<file path="config.mk">
export PLATFORM = sky130hd
export DESIGN_NAME = control_fsm_flat
export DESIGN_NICKNAME = d
export VERILOG_FILES = /design/src/rtl/ctrl_pkg.sv /design/src/rtl/control_fsm_if.sv /design/src/rtl/ctrl_out_decode.sv /design/src/rtl/control_fsm.sv /design/src/flat_wrapper.sv
export SDC_FILE = /design/constraint.sdc
export NUM_CORES = 1
export LEC_CHECK = 0
export CORE_AREA = 2 2 39 41
export CTS_BUF_LIST = sky130_fd_sc_hd__clkbuf_4
export CTS_CLUSTER_SIZE = 24
export DETAILED_ROUTE_END_ITERATION = 8
export DIE_AREA = 0 0 41 43
export PLACE_DENSITY = 0.71
export SLEW_MARGIN = 20
export SYNTH_ARGS = -nofsm -noshare
export SYNTH_HDL_FRONTEND = slang
export SYNTH_SLANG_ARGS = --single-unit
</file>
<file path="constraint.sdc">
create_clock -name clk -period 2.3 [get_ports clk]
set_input_delay 0.46 -clock clk [delete_from_list [all_inputs] [get_ports clk]]
set_output_delay 0.46 -clock clk [all_outputs]
set_load 0.01 [all_outputs]
</file>
<file path="src/rtl/ctrl_pkg.sv">
// Shared types and encodings for the multicycle control unit of the 8-bit core.
// Holds the state enum, opcode, ALU2-select and ALUOp constants, and the control-word layout.
package ctrl_pkg;

  typedef enum logic [3:0] {
    StStart  = 4'd0,
    StFetch  = 4'd1,
    StDecode = 4'd2,
    StExec   = 4'd3,
    StWb     = 4'd4,
    StMemRd  = 4'd5,
    StMemWb  = 4'd6,
    StMemWr  = 4'd7,
    StBranch = 4'd8
  } state_e;

  localparam logic [2:0] OpAdd  = 3'b000;
  localparam logic [2:0] OpSub  = 3'b001;
  localparam logic [2:0] OpNand = 3'b010;
  localparam logic [2:0] OpAddi = 3'b011;
  localparam logic [2:0] OpLw   = 3'b100;
  localparam logic [2:0] OpSw   = 3'b101;
  localparam logic [2:0] OpBz   = 3'b110;
  localparam logic [2:0] OpShl  = 3'b111;

  localparam logic [2:0] Alu2OpB  = 3'b000;
  localparam logic [2:0] Alu2One  = 3'b001;
  localparam logic [2:0] Alu2Imm4 = 3'b010;
  localparam logic [2:0] Alu2Imm5 = 3'b011;
  localparam logic [2:0] Alu2Imm3 = 3'b100;

  localparam logic [1:0] AluAdd  = 2'b00;
  localparam logic [1:0] AluSub  = 2'b01;
  localparam logic [1:0] AluNand = 2'b10;
  localparam logic [1:0] AluShl  = 2'b11;

  typedef struct packed {
    logic       addr_sel;
    logic       opa_sel;
    logic       reg_in;
    logic       alu1;
    logic [2:0] alu2;
    logic [1:0] alu_op;
    logic       pc_write;
    logic       ir_write;
    logic       mdr_write;
    logic       reg_write;
    logic       mem_read;
    logic       mem_write;
    logic       instr_done;
  } ctrl_out_t;

  // ALU operand-2 select used in EXEC for the register/immediate ALU instructions.
  function automatic logic [2:0] exec_alu2(input logic [2:0] opcode);
    unique case (opcode)
      OpAddi:  return Alu2Imm4;
      OpShl:   return Alu2Imm3;
      default: return Alu2OpB;
    endcase
  endfunction

  function automatic logic [1:0] exec_alu_op(input logic [2:0] opcode);
    unique case (opcode)
      OpSub:   return AluSub;
      OpNand:  return AluNand;
      OpShl:   return AluShl;
      default: return AluAdd;
    endcase
  endfunction

endpackage

</file>
<file path="src/rtl/control_fsm_if.sv">
// Control bundle between the control FSM (master) and the datapath (slave).
// Carries IR opcode and status inputs up, select lines and write strobes down.
interface control_fsm_if;

  logic [2:0] opcode;
  logic       opa_zero;
  logic       mem_ready;

  logic       AddrSel;
  logic       OpASel;
  logic       RegIn;
  logic       ALU1;
  logic [2:0] ALU2;
  logic [1:0] ALUOp;
  logic       PCWrite;
  logic       IRWrite;
  logic       MDRWrite;
  logic       RegWrite;
  logic       MemRead;
  logic       MemWrite;
  logic       instr_done;

  modport master (
    input  opcode, opa_zero, mem_ready,
    output AddrSel, OpASel, RegIn, ALU1, ALU2, ALUOp,
    output PCWrite, IRWrite, MDRWrite, RegWrite, MemRead, MemWrite, instr_done
  );

  modport slave (
    output opcode, opa_zero, mem_ready,
    input  AddrSel, OpASel, RegIn, ALU1, ALU2, ALUOp,
    input  PCWrite, IRWrite, MDRWrite, RegWrite, MemRead, MemWrite, instr_done
  );

endinterface

</file>
<file path="src/rtl/ctrl_out_decode.sv">
// Moore output decode: state (plus opcode) selects the control word; only the
// memory-ready and branch-zero strobes look at live inputs in the same cycle.
module ctrl_out_decode
  import ctrl_pkg::*;
(
  input  state_e     state,
  input  logic [2:0] opcode,
  input  logic       opa_zero,
  input  logic       mem_ready,
  output ctrl_out_t  ctrl
);

  always_comb begin
    ctrl = '0;
    case (state)
      StFetch: begin
        ctrl.mem_read = 1'b1;
        ctrl.alu2     = Alu2One;
        ctrl.alu_op   = AluAdd;
        ctrl.ir_write = mem_ready;
        ctrl.pc_write = mem_ready;
      end
      StDecode: begin
        ctrl.opa_sel = (opcode == OpBz);
      end
      StExec: begin
        ctrl.alu1   = 1'b1;
        ctrl.alu2   = exec_alu2(opcode);
        ctrl.alu_op = exec_alu_op(opcode);
      end
      StWb: begin
        ctrl.reg_write  = 1'b1;
        ctrl.instr_done = 1'b1;
      end
      StMemRd: begin
        ctrl.mem_read  = 1'b1;
        ctrl.addr_sel  = 1'b1;
        ctrl.mdr_write = mem_ready;
      end
      StMemWb: begin
        ctrl.reg_write  = 1'b1;
        ctrl.reg_in     = 1'b1;
        ctrl.instr_done = 1'b1;
      end
      StMemWr: begin
        ctrl.mem_write  = 1'b1;
        ctrl.addr_sel   = 1'b1;
        ctrl.instr_done = mem_ready;
      end
      StBranch: begin
        // PC already holds PC+1 from FETCH, so the target is relative to it.
        ctrl.opa_sel    = 1'b1;
        ctrl.alu2       = Alu2Imm5;
        ctrl.alu_op     = AluAdd;
        ctrl.pc_write   = opa_zero;
        ctrl.instr_done = 1'b1;
      end
      default: ctrl = '0;
    endcase
  end

endmodule

</file>
<file path="src/rtl/control_fsm.sv">
// Multicycle control unit: state register and next-state logic; the output
// decode lives in ctrl_out_decode.
module control_fsm
  import ctrl_pkg::*;
(
  input  logic          clk,
  input  logic          reset,
  control_fsm_if.master bus
);

  state_e    state_q, state_d;
  ctrl_out_t ctrl;

  always_ff @(posedge clk) begin
    if (reset) begin
      state_q <= StStart;
    end else begin
      state_q <= state_d;
    end
  end

  always_comb begin
    state_d = state_q;
    case (state_q)
      StStart:  state_d = StFetch;
      StFetch:  if (bus.mem_ready) state_d = StDecode;
      StDecode: begin
        case (bus.opcode)
          OpBz:    state_d = StBranch;
          OpLw:    state_d = StMemRd;
          OpSw:    state_d = StMemWr;
          default: state_d = StExec;
        endcase
      end
      StExec:   state_d = StWb;
      StWb:     state_d = StFetch;
      StMemRd:  if (bus.mem_ready) state_d = StMemWb;
      StMemWb:  state_d = StFetch;
      StMemWr:  if (bus.mem_ready) state_d = StFetch;
      StBranch: state_d = StFetch;
      default:  state_d = StStart;
    endcase
  end

  ctrl_out_decode u_out_decode (
    .state     (state_q),
    .opcode    (bus.opcode),
    .opa_zero  (bus.opa_zero),
    .mem_ready (bus.mem_ready),
    .ctrl      (ctrl)
  );

  assign bus.AddrSel    = ctrl.addr_sel;
  assign bus.OpASel     = ctrl.opa_sel;
  assign bus.RegIn      = ctrl.reg_in;
  assign bus.ALU1       = ctrl.alu1;
  assign bus.ALU2       = ctrl.alu2;
  assign bus.ALUOp      = ctrl.alu_op;
  assign bus.PCWrite    = ctrl.pc_write;
  assign bus.IRWrite    = ctrl.ir_write;
  assign bus.MDRWrite   = ctrl.mdr_write;
  assign bus.RegWrite   = ctrl.reg_write;
  assign bus.MemRead    = ctrl.mem_read;
  assign bus.MemWrite   = ctrl.mem_write;
  assign bus.instr_done = ctrl.instr_done;

endmodule

</file>
<file path="src/flat_wrapper.sv">
// flat-port wrapper written by rule: the top's interface ports become plain ports
module control_fsm_flat import ctrl_pkg::*;
  (clk, reset, bus_opcode, bus_opa_zero, bus_mem_ready, bus_AddrSel, bus_OpASel, bus_RegIn, bus_ALU1, bus_ALU2, bus_ALUOp, bus_PCWrite, bus_IRWrite, bus_MDRWrite, bus_RegWrite, bus_MemRead, bus_MemWrite, bus_instr_done);
  control_fsm_if bus_i ();
  input  logic clk;
  input  logic reset;
  input wire logic [$bits(bus_i.opcode)-1:0] bus_opcode;
  input wire logic [$bits(bus_i.opa_zero)-1:0] bus_opa_zero;
  input wire logic [$bits(bus_i.mem_ready)-1:0] bus_mem_ready;
  output wire logic [$bits(bus_i.AddrSel)-1:0] bus_AddrSel;
  output wire logic [$bits(bus_i.OpASel)-1:0] bus_OpASel;
  output wire logic [$bits(bus_i.RegIn)-1:0] bus_RegIn;
  output wire logic [$bits(bus_i.ALU1)-1:0] bus_ALU1;
  output wire logic [$bits(bus_i.ALU2)-1:0] bus_ALU2;
  output wire logic [$bits(bus_i.ALUOp)-1:0] bus_ALUOp;
  output wire logic [$bits(bus_i.PCWrite)-1:0] bus_PCWrite;
  output wire logic [$bits(bus_i.IRWrite)-1:0] bus_IRWrite;
  output wire logic [$bits(bus_i.MDRWrite)-1:0] bus_MDRWrite;
  output wire logic [$bits(bus_i.RegWrite)-1:0] bus_RegWrite;
  output wire logic [$bits(bus_i.MemRead)-1:0] bus_MemRead;
  output wire logic [$bits(bus_i.MemWrite)-1:0] bus_MemWrite;
  output wire logic [$bits(bus_i.instr_done)-1:0] bus_instr_done;
  assign bus_i.opcode = bus_opcode;
  assign bus_i.opa_zero = bus_opa_zero;
  assign bus_i.mem_ready = bus_mem_ready;
  assign bus_AddrSel = bus_i.AddrSel;
  assign bus_OpASel = bus_i.OpASel;
  assign bus_RegIn = bus_i.RegIn;
  assign bus_ALU1 = bus_i.ALU1;
  assign bus_ALU2 = bus_i.ALU2;
  assign bus_ALUOp = bus_i.ALUOp;
  assign bus_PCWrite = bus_i.PCWrite;
  assign bus_IRWrite = bus_i.IRWrite;
  assign bus_MDRWrite = bus_i.MDRWrite;
  assign bus_RegWrite = bus_i.RegWrite;
  assign bus_MemRead = bus_i.MemRead;
  assign bus_MemWrite = bus_i.MemWrite;
  assign bus_instr_done = bus_i.instr_done;
  control_fsm u_core (.clk(clk), .reset(reset), .bus(bus_i));
endmodule
</file>
---- After elaboration in Yosys (flattened, before gate mapping) ----
Index checks and enable logic that the tools add are counted.
cells by class
  reductions and logical operators ........ 7
  shift-type cells ........................ 0
  add/subtract/negate cells ............... 0
  muxes and demuxes ....................... 19
  magnitude comparators ................... 0
  div/mod/pow operators ................... 0
  $mul .................................... 0
  bitwise operators ....................... 0
  equal/unequal tests ..................... 18
operator list
  kind                                            count
  case mux 4 bit (6 select lines)                 1
  == test 4 x 3 -> 1 bit (second input constant)  4
  case mux 5 bit (3 select lines)                 1
  == test 3 bit (second input constant)           4
  2-to-1 mux 4 bit                                3
  case mux 4 bit (3 select lines)                 1
  == test 4 x 2 -> 1 bit (second input constant)  2
  2-to-1 mux 1 bit                                8
  == test 3 x 2 -> 1 bit (second input constant)  2
  inequality test 2 bit (second input constant)   3
  case mux 1 bit (2 select lines)                 3
  case mux 2 bit (3 select lines)                 1
  case mux 3 bit (2 select lines)                 1
  OR reduction 2 bit                              3
  == test 4 x 1 -> 1 bit (second input constant)  1
  == test 4 bit (second input constant)           1
  logical NOT 4 bit                               1
  OR reduction 4 bit                              1
  == test 3 x 1 -> 1 bit (second input constant)  1
  AND reduction 3 bit                             1
  OR reduction 3 bit                              1
storage, ports and cells
  register bits ........................... 4
  output and inout port bits .............. 16
  input port bits ......................... 7
  RAM bits ................................ 0
  word-level logic and storage cells ...... 45
  memory bits (read-only) ................. 0
  bits in latches ......................... 0
  memories ................................ 0

---- Longest topological paths before layout ----
Gate-level depths: netlist of the first run.
  depth in word-level cells ............... 3
  gate-level depth with buffers ........... 5
  gate-level depth less buffers ........... 4

---- Cells and area by module ----
From an unflattened synthesis of the first run, not the netlist that was laid out.
second synthesis, totals
  cell total of the unflattened synthesis .. 62
  area total of the unflattened synthesis .. 500.5 µm²
modules (own cells, without submodules)
  module           times used  seq. area each (µm²)  area an instance (µm²)  cells an instance
  ctrl_out_decode  1           0.0                   257.7                   32
  control_fsm      1           80.1                  242.7                   30

---- Worst setup path before layout of the first run ----
OpenSTA, ideal clock, no wires.
  path type ............................... register to output
  from .................................... register u_core.state_q[1]
  to ...................................... output bus_ALU2[1]
  setup slack ............................. 672 ps
  stages on the path, launching flop included .. 5
  data arrival time ....................... 1168 ps
  buffers on the path ..................... 0
  path through ............................ dfxtp_1 > inv_2 > nor4_4 > nand3_1 > o21ai_1
between the ends
  longest elaborated chain between the ends .. 2
ends and longest elaborated chain
  item                                         RTL line               source
  start, declared                              control_fsm.sv:11      state_e state_q, state_d;
  start signal, assigned                       control_fsm.sv:16      state_q <= StStart;
  start signal, assigned                       control_fsm.sv:18      state_q <= state_d;
  == test 4 bit, or another cell as far along  ctrl_out_decode.sv:15  case (state)
  case mux 5 bit (3 select lines) *            ctrl_out_decode.sv:15
  end, declared                                flat_wrapper.sv:14     output wire logic [$bits(bus_i.ALU2)-1:0] bus_ALU2;
Mark *: on every way between the ends. The rest lies on a longest branch, timed or not.

---- Worst setup path in the final report of the first run ----
  from .................................... input bus_opcode[2]
  to ...................................... output bus_ALUOp[1]
between the ends
  longest elaborated chain between the ends .. 3
ends and longest elaborated chain
  item                                         RTL line               source
  start, declared                              flat_wrapper.sv:7      input wire logic [$bits(bus_i.opcode)-1:0] bus_opcode;
  == test 3 bit, or another cell as far along  ctrl_pkg.sv:63         unique case (opcode)
  case mux 2 bit (3 select lines) *            ctrl_pkg.sv:63
  case mux 5 bit (3 select lines) *            ctrl_out_decode.sv:15
  end, declared                                flat_wrapper.sv:15     output wire logic [$bits(bus_i.ALUOp)-1:0] bus_ALUOp;
Marks and branches as above.

==> reports/metrics.yaml, run 1 <==
route:
  wl_per_cell_um: 11.4
  drc: 0
  dr.pass1.iters: 4
  ant_nets: 0
  viasPerCell: 5.13
  num_vias: 590
  drt_iter0_drc: 12
  routed_wl_um: 1310
setup_path:
  start_kind: "input port"
  required_ns: 1.84
  crit_chain: "clkdlybuf4s50_1 > xnor2_1 > and3_1 > clkdlybuf4s50_1"
  cp_num_buf_inv: 2
  r2r_start: "u_core.state_q[2]$_SDFFE_PP0P_"
  r2r_setup_slack_ns: 1.05
  crit_slowest_cell: "clkdlybuf4s50_1"
  crit_type: "input port to output pin"
  crit_family: "buffers and inverters"
  worst-endpoint-arrival_ns: 1.82
  cp_common_cell: "clkdlybuf4s50_1"
  cp_max_fo: 3
  slowest_delay_ns: 0.53
  ff2ff_path_depth: 4
  cp-end-kind: "output pin"
  r2r-end: "u_core.state_q[1]$_SDFFE_PP0P_"
logic_synthesis:
  synth_largest_area_cell: "dfxtp_1"
  synthCells: 66
  synth_area_um2: 459
  avgSynthCellArea_um2: 6.96
  synth_commonest_cells: "nor2_1 (8), nor3_1 (8), nand2_1 (7)"
  yosysUniqueCellTypes: 30
  synth-seq-area-share_pct: 17.4
  synth_top_area_share_pct: 17.4
  synth_top_flop_cell: "dfxtp_1"
  yosysWarnings: 0
  synth-edff-count: 0
  syn_nets: 73
  ys_ff_latch: 4
  async_flop_share_pct: 0
  ys_top_cells_by_area: "dfxtp_1 (17%), nor3_1 (8.7%), nor2_1 (6.5%), nand2_1 (5.7%), nor2b_1 (5.4%)"
layout:
  seq_area_um2: 81.3
  largest_reg_flops: 4
  stdcell_count: 115
  synthToLayoutAreaGrowth_pct: 70.0
  fillCellCount: 144
  drive_gt1_share_pct: 25.3
  reg_top3: "u_core.state_q: 4 flops"
  antennaDiodeCount: 0
  max_flop_register: "u_core.state_q"
  nets: 108
  multiInputGateArea_um2: 337
timing:
  hold_slack_ns: 0.556
  slew_violations: 0
  fin_crit_ns: 2.28
  hold_viol: 0
  relSlewSlack_pct: 79.9
  tightest_slew_ns: 0.300
  setup_viol: 0
  period_share_pct: 99.2
  fmax_mhz: 438
  finClkSkew_ns: 0.000366
place:
  dp.cells: 108
  gp_congestion: 0.809
  hpwl_um: 1010
  portBuffers: 22
global_routing:
  overflow: 0
  grt_first_pass_wirelength_um: 2020
  grt_max_degree: 15
  grt_pass1_vias: 496
  track_usage_pct: 16.4
  antenna_found_initial: 0
power_and_ir_drop:
  ir_worst_vdd_mv: 0.240
  power_uw: 346
  p_leak_uw: 0.000358
  power_density_mw_per_mm2: 444
cts:
  tritoncts: "done"
  clock_path_buffers: 2
  cts_root_buf: "clkbuf_4"
  numCtsBuffers: 3
  cts_max_level: 1
  ctsHoldBuffers: 0
  insertion_delay_ns: 0.23
  clock_sink_count: 4
  clkTransAtPathRegs_ns: 0.03
floorplan:
  initial_core_util_pct: 33.2
  num_rows: 14
  die_h_um: 43
  ioPinCount: 23
  core_mm2: 0.00138
  die-area_mm2: 0.00176
  die_w_um: 41
min_path:
  min_path_cells: 1
  hold_path_end: "u_core.state_q[1]$_SDFFE_PP0P_"
  hold_path.startpoint: "u_core.state_q[3]$_SDFFE_PP0P_"
  hold_path.class: "register to register"
outcome:
  status: "finished, final reports clean"
job:
  max_cap_viol_count: 0
-- layout by cell type, fill, tap and decap left out --
cell type and n:
buf_4 14, clkdlybuf4s50_1 13, nor3_1 8, nor2_1 8
nand2_1 7, dlygate4sd2_1 7, nor2b_1 4, a21oi_1 3
clkbuf_4 3, dfxtp_1 3, inv_2 2, a31oi_1 2
xnor2_1 2, and3_1 2, o21ai_1 2, nand2b_1 1
nor4_4 1, nor4_1 1, inv_1 1, nor3_2 1
nand3_1 1, and2b_1 1, o21ai_0 1, mux2_2 1
o22ai_1 1, nand3b_1 1, mux2i_1 1, nand2b_2 1
a32o_1 1, a2bb2oi_1 1, o221ai_1 1, a2111oi_2 1
dlymetal6s2s_1 1, dfxtp_2 1
-- what timing repair did --
| item | in CTS | in global routing |
|---|---|---|
| setup buffers | 1 | 3 |
| pin swaps | 1 | 2 |
| setup endpoints to repair | 8 | 1 |
| resized for setup | 8 | 2 |
-- worst register-to-register path, cell delays in order (launching register included) --
cell and delay (ns):
dfxtp_1 0.34, buf_4 0.17, nor3_1 0.22, a21oi_1 0.08
a2111oi_2 0.34
-- how the worst max path moves through the flow --
stage                         endpoint                            from  cells past startpoint
after detailed placement    bus_OpASel                   bus_opcode[2]                      5
after global routing      bus_ALUOp[1]                   bus_opcode[2]                      4
after floorplan            bus_ALU2[1]  u_core.state_q[1]$_SDFFE_PP0P_                      4
after global placement      bus_OpASel                   bus_opcode[2]                      5
after CTS                  bus_ALU2[2]  u_core.state_q[0]$_SDFFE_PP0P_                      5
final                     bus_ALUOp[1]                   bus_opcode[2]                      4
-- power breakdown --
part	switching (µW)	internal [µW]
Combinational	91.1	89.3
Sequential	5.90	76.8
Clock	25.1	58.1
Total	122	224
-- cells by family after synthesis --
| group | after synthesis | synth area share, % |
|---|---|---|
| xor+xnor | 2 | 3.82 |
| compound gates | 13 | 19.9 |
| buf+inv | 8 | 9.26 |
| simple gates | 37 | 45.0 |
| flops | 4 | 17.4 |
| mux | 2 | 4.63 |
-- per-layer routing --
metal | GRT usage, % | vias up | share of wire (%)
li1 | - | 305 | -
met2 | 23.1 | 16 | 46
met4 | 9.33 | 0 | 1.1
met5 | 0 | - | 0
met1 | 22.1 | 267 | 48
met3 | 3.66 | 2 | 4.4
-- stage by stage --
stage          util (%)  setup TNS (ns)  instance area, µm²  setup WS [ns]
3_3_place_gp       53.2          -0.185                 736        -0.0859
3_5_place_dp       53.2          -0.261                 736         -0.110
4_1_cts            54.8               0                 758         0.0333
5_1_grt            56.4         -0.0127                 781        -0.0127
6_report           56.4               0                 781         0.0193
2_1_floorplan         -               0                 459          0.672
-- final cells by class --
type	count	share of cell area, %
Clock buffer	3	2.88
Inverter	3	1.44
Multi-Input combinational cell	54	43.1
Sequential cell	4	10.4
Tap cell	16	2.56
Timing Repair Buffer	35	39.6
No activity file was read; power rests on OpenSTA's default activity.
==> run 2: changes to the inputs <==
--- a/config.mk
+++ b/config.mk
@@ -5,12 +5,13 @@
 export SDC_FILE = /design/constraint.sdc
 export NUM_CORES = 1
 export LEC_CHECK = 0
+export ABC_AREA = 1
 export CORE_AREA = 2 2 39 41
 export CTS_BUF_LIST = sky130_fd_sc_hd__clkbuf_4
 export CTS_CLUSTER_SIZE = 24
 export DETAILED_ROUTE_END_ITERATION = 8
 export DIE_AREA = 0 0 41 43
-export PLACE_DENSITY = 0.71
+export PLACE_DENSITY = 0.67
 export SLEW_MARGIN = 20
 export SYNTH_ARGS = -nofsm -noshare
 export SYNTH_HDL_FRONTEND = slang
==> run 2 against run 1 <==
Core utilization shrank 4.7 points. Sequential power grew 39%. Total power grew 25%. Die area is the same. Count of clock-buffer cells in the layout is the same. Synthesized area shrank 9.0%. Combinational power grew 31%. Cell count grew 4.3%. Critical endpoint is now bus_ALU2[2].
==> reports/metrics.yaml, run 2 <==
layout:
  stdcell_count: 120
  largest_reg_flops: 4
  final_area_um2: 716
  fin_util_pct: 51.7
  reg_top3: "u_core.state_q: 4 flops"
  layout_commonest_cell: "clkdlybuf4s50_1"
  nets: 113
  drive_gt1_share_pct: 21.2
  fillCellCount: 151
  seq_area_um2: 82.6
  mostFrequentLayoutCells: "clkdlybuf4s50_1 (17), nand2_1 (15), inv_1 (12)"
  multiInputGateArea_um2: 279
  synthToLayoutAreaGrowth_pct: 71.3
  antennaDiodeCount: 0
  max_flop_register: "u_core.state_q"
cts:
  clock_path_buffers: 2
  numCtsBuffers: 3
  tritoncts: "done"
  clkTransAtPathRegs_ns: 0.04
  cts_resized: 5
  cts_max_level: 1
  ctsHoldBuffers: 0
  insertion_delay_ns: 0.23
  cts_root_buf: "clkbuf_4"
  clock_sink_count: 4
  post-cts-setup-buffer-count: 0
route:
  drt_iter0_drc: 10
  routed_wl_um: 1040
  drc: 0
  num_vias: 547
  dr.pass1.iters: 4
  viasPerCell: 4.56
  wl_per_cell_um: 8.66
  ant_nets: 0
logic_synthesis:
  synthCells: 74
  synth_top_area_share_pct: 19.2
  async_flop_share_pct: 0
  yosysUniqueCellTypes: 18
  syn_nets: 81
  yosysMostFrequentCell: "nand2_1"
  yosysWarnings: 0
  synth_commonest_cells: "nand2_1 (15), inv_1 (12), nor2_1 (11), nand3_1 (6)"
  ys_top_cells_by_area: "dfxtp_1 (19%), nand2_1 (13%), inv_1 (11%), nor2_1 (9.9%), nand3_1 (7.2%)"
  synth_area_um2: 418
  synth-edff-count: 0
  avgSynthCellArea_um2: 5.65
  ys_ff_latch: 4
  synth_top_flop_cell: "dfxtp_1"
  synth_largest_area_cell: "dfxtp_1"
  synth-seq-area-share_pct: 19.2
setup_path:
  required_ns: 1.84
  cp_max_fo: 3
  crit_type: "input port to output pin"
  slowest_delay_ns: 0.56
  r2r_start: "u_core.state_q[0]$_SDFFE_PP0P_"
  ff2ff_path_depth: 7
  r2r-end: "u_core.state_q[1]$_SDFFE_PP0P_"
  r2r_setup_slack_ns: 1.14
  start_kind: "input port"
  cp-end-kind: "output pin"
  cp_common_cell: "clkdlybuf4s50_1"
  crit_family: "buffers and inverters"
  cp_num_buf_inv: 2
  crit_slowest_cell: "clkdlybuf4s50_1"
  crit_chain: "clkdlybuf4s50_1 > nand2_1 > nor3_1 > clkdlybuf4s50_1"
  worst-endpoint-arrival_ns: 1.77
power_and_ir_drop:
  power_density_mw_per_mm2: 607
  power_uw: 435
  ir_worst_vdd_mv: 0.415
  p_leak_uw: 0.000355
place:
  place_area_um2: 692
  hpwl_um: 853
  post-place-ws_ns: -0.0748
  portBuffers: 22
  gp_congestion: 0.711
  dp.cells: 117
global_routing:
  grt_max_degree: 9
  grt_pass1_vias: 417
  antenna_found_initial: 0
  track_usage_pct: 13.8
  overflow: 0
  grt_first_pass_wirelength_um: 1700
timing:
  period_share_pct: 97.0
  setup_viol: 0
  tightest_slew_ns: 0.291
  slew_violations: 0
  hold_viol: 0
  finClkSkew_ns: 0.00346
  rsz0062_at_grt: "yes"
  fmax_mhz: 448
  relSlewSlack_pct: 80.6
  worst_slack_ns: 0.0696
  fin_crit_ns: 2.23
job:
  max_cap_viol_count: 0
floorplan:
  die_h_um: 43
  ioPinCount: 23
  die-area_mm2: 0.00176
  num_rows: 14
  die_w_um: 41
  initial_core_util_pct: 30.2
  core_mm2: 0.00138
outcome:
  status: "finished, final reports clean"
min_path:
  hold_path.startpoint: "u_core.state_q[0]$_SDFFE_PP0P_"
  hold_path_end: "u_core.state_q[1]$_SDFFE_PP0P_"
  hold_path.class: "register to register"
  min_path_cells: 2
run 2: layout make-up:
type	count	share of cell area, %
Clock buffer	3	3.15
Inverter	14	7.34
Multi-Input combinational cell	55	39.0
Sequential cell	4	11.5
Tap cell	16	2.80
Timing Repair Buffer	28	36.2
run 2: how the worst max path moves through the flow:
stage                                              start             end  slack (ns)  cells past startpoint
after floorplan           u_core.state_q[2]$_SDFFE_PP0P_  bus_instr_done        0.82                      6
after global routing      u_core.state_q[1]$_SDFFE_PP0P_     bus_PCWrite       -0.02                      6
after detailed placement                   bus_opcode[1]     bus_ALU2[1]       -0.07                      4
after CTS                 u_core.state_q[0]$_SDFFE_PP0P_     bus_PCWrite        0.02                      5
final                                      bus_opcode[0]     bus_ALU2[2]        0.07                      4
after global placement                     bus_opcode[1]     bus_ALU2[1]       -0.06                      4
run 2: worst reg2reg max path, stage by stage (launching register included):
cell	delay, ns
dfxtp_2	0.42
inv_2	0.07
nor2_2	0.18
nand2_2	0.10
nand2_1	0.08
nand2_2	0.07
nand2_1	0.07
a21oi_1	0.05
run 2: cell families after synthesis:
group,synth area share (%)
AND/OR/NAND/NOR,52.1
AO/OA/AOI/OAI,13.5
flip-flops,19.2
buffers and inverters,15.3
run 2: power by group:
part	switching (µW)	total [µW]	internal, µW
clock	26.3	84.5	58.2
combinational	123	235	112
sequential	30.1	115	85.2
total	180	435	255
run 2: through the flow:
step	TNS, ns	hold slack (ns)
finish	0	0.614
global route	-0.0400	0.640
CTS	0	0.647
detailed placement	-0.249	0.640
global placement	-0.225	0.630
floorplan	0	0.522
run 2: routing by layer:
metal | up-vias | routed length [µm] | track usage, %
met5 | - | 0 | 0
met3 | 0 | 101 | 4.71
met4 | 0 | 0 | 2.00
li1 | 299 | - | -
met1 | 224 | 452 | 18.0
met2 | 24 | 485 | 21.6
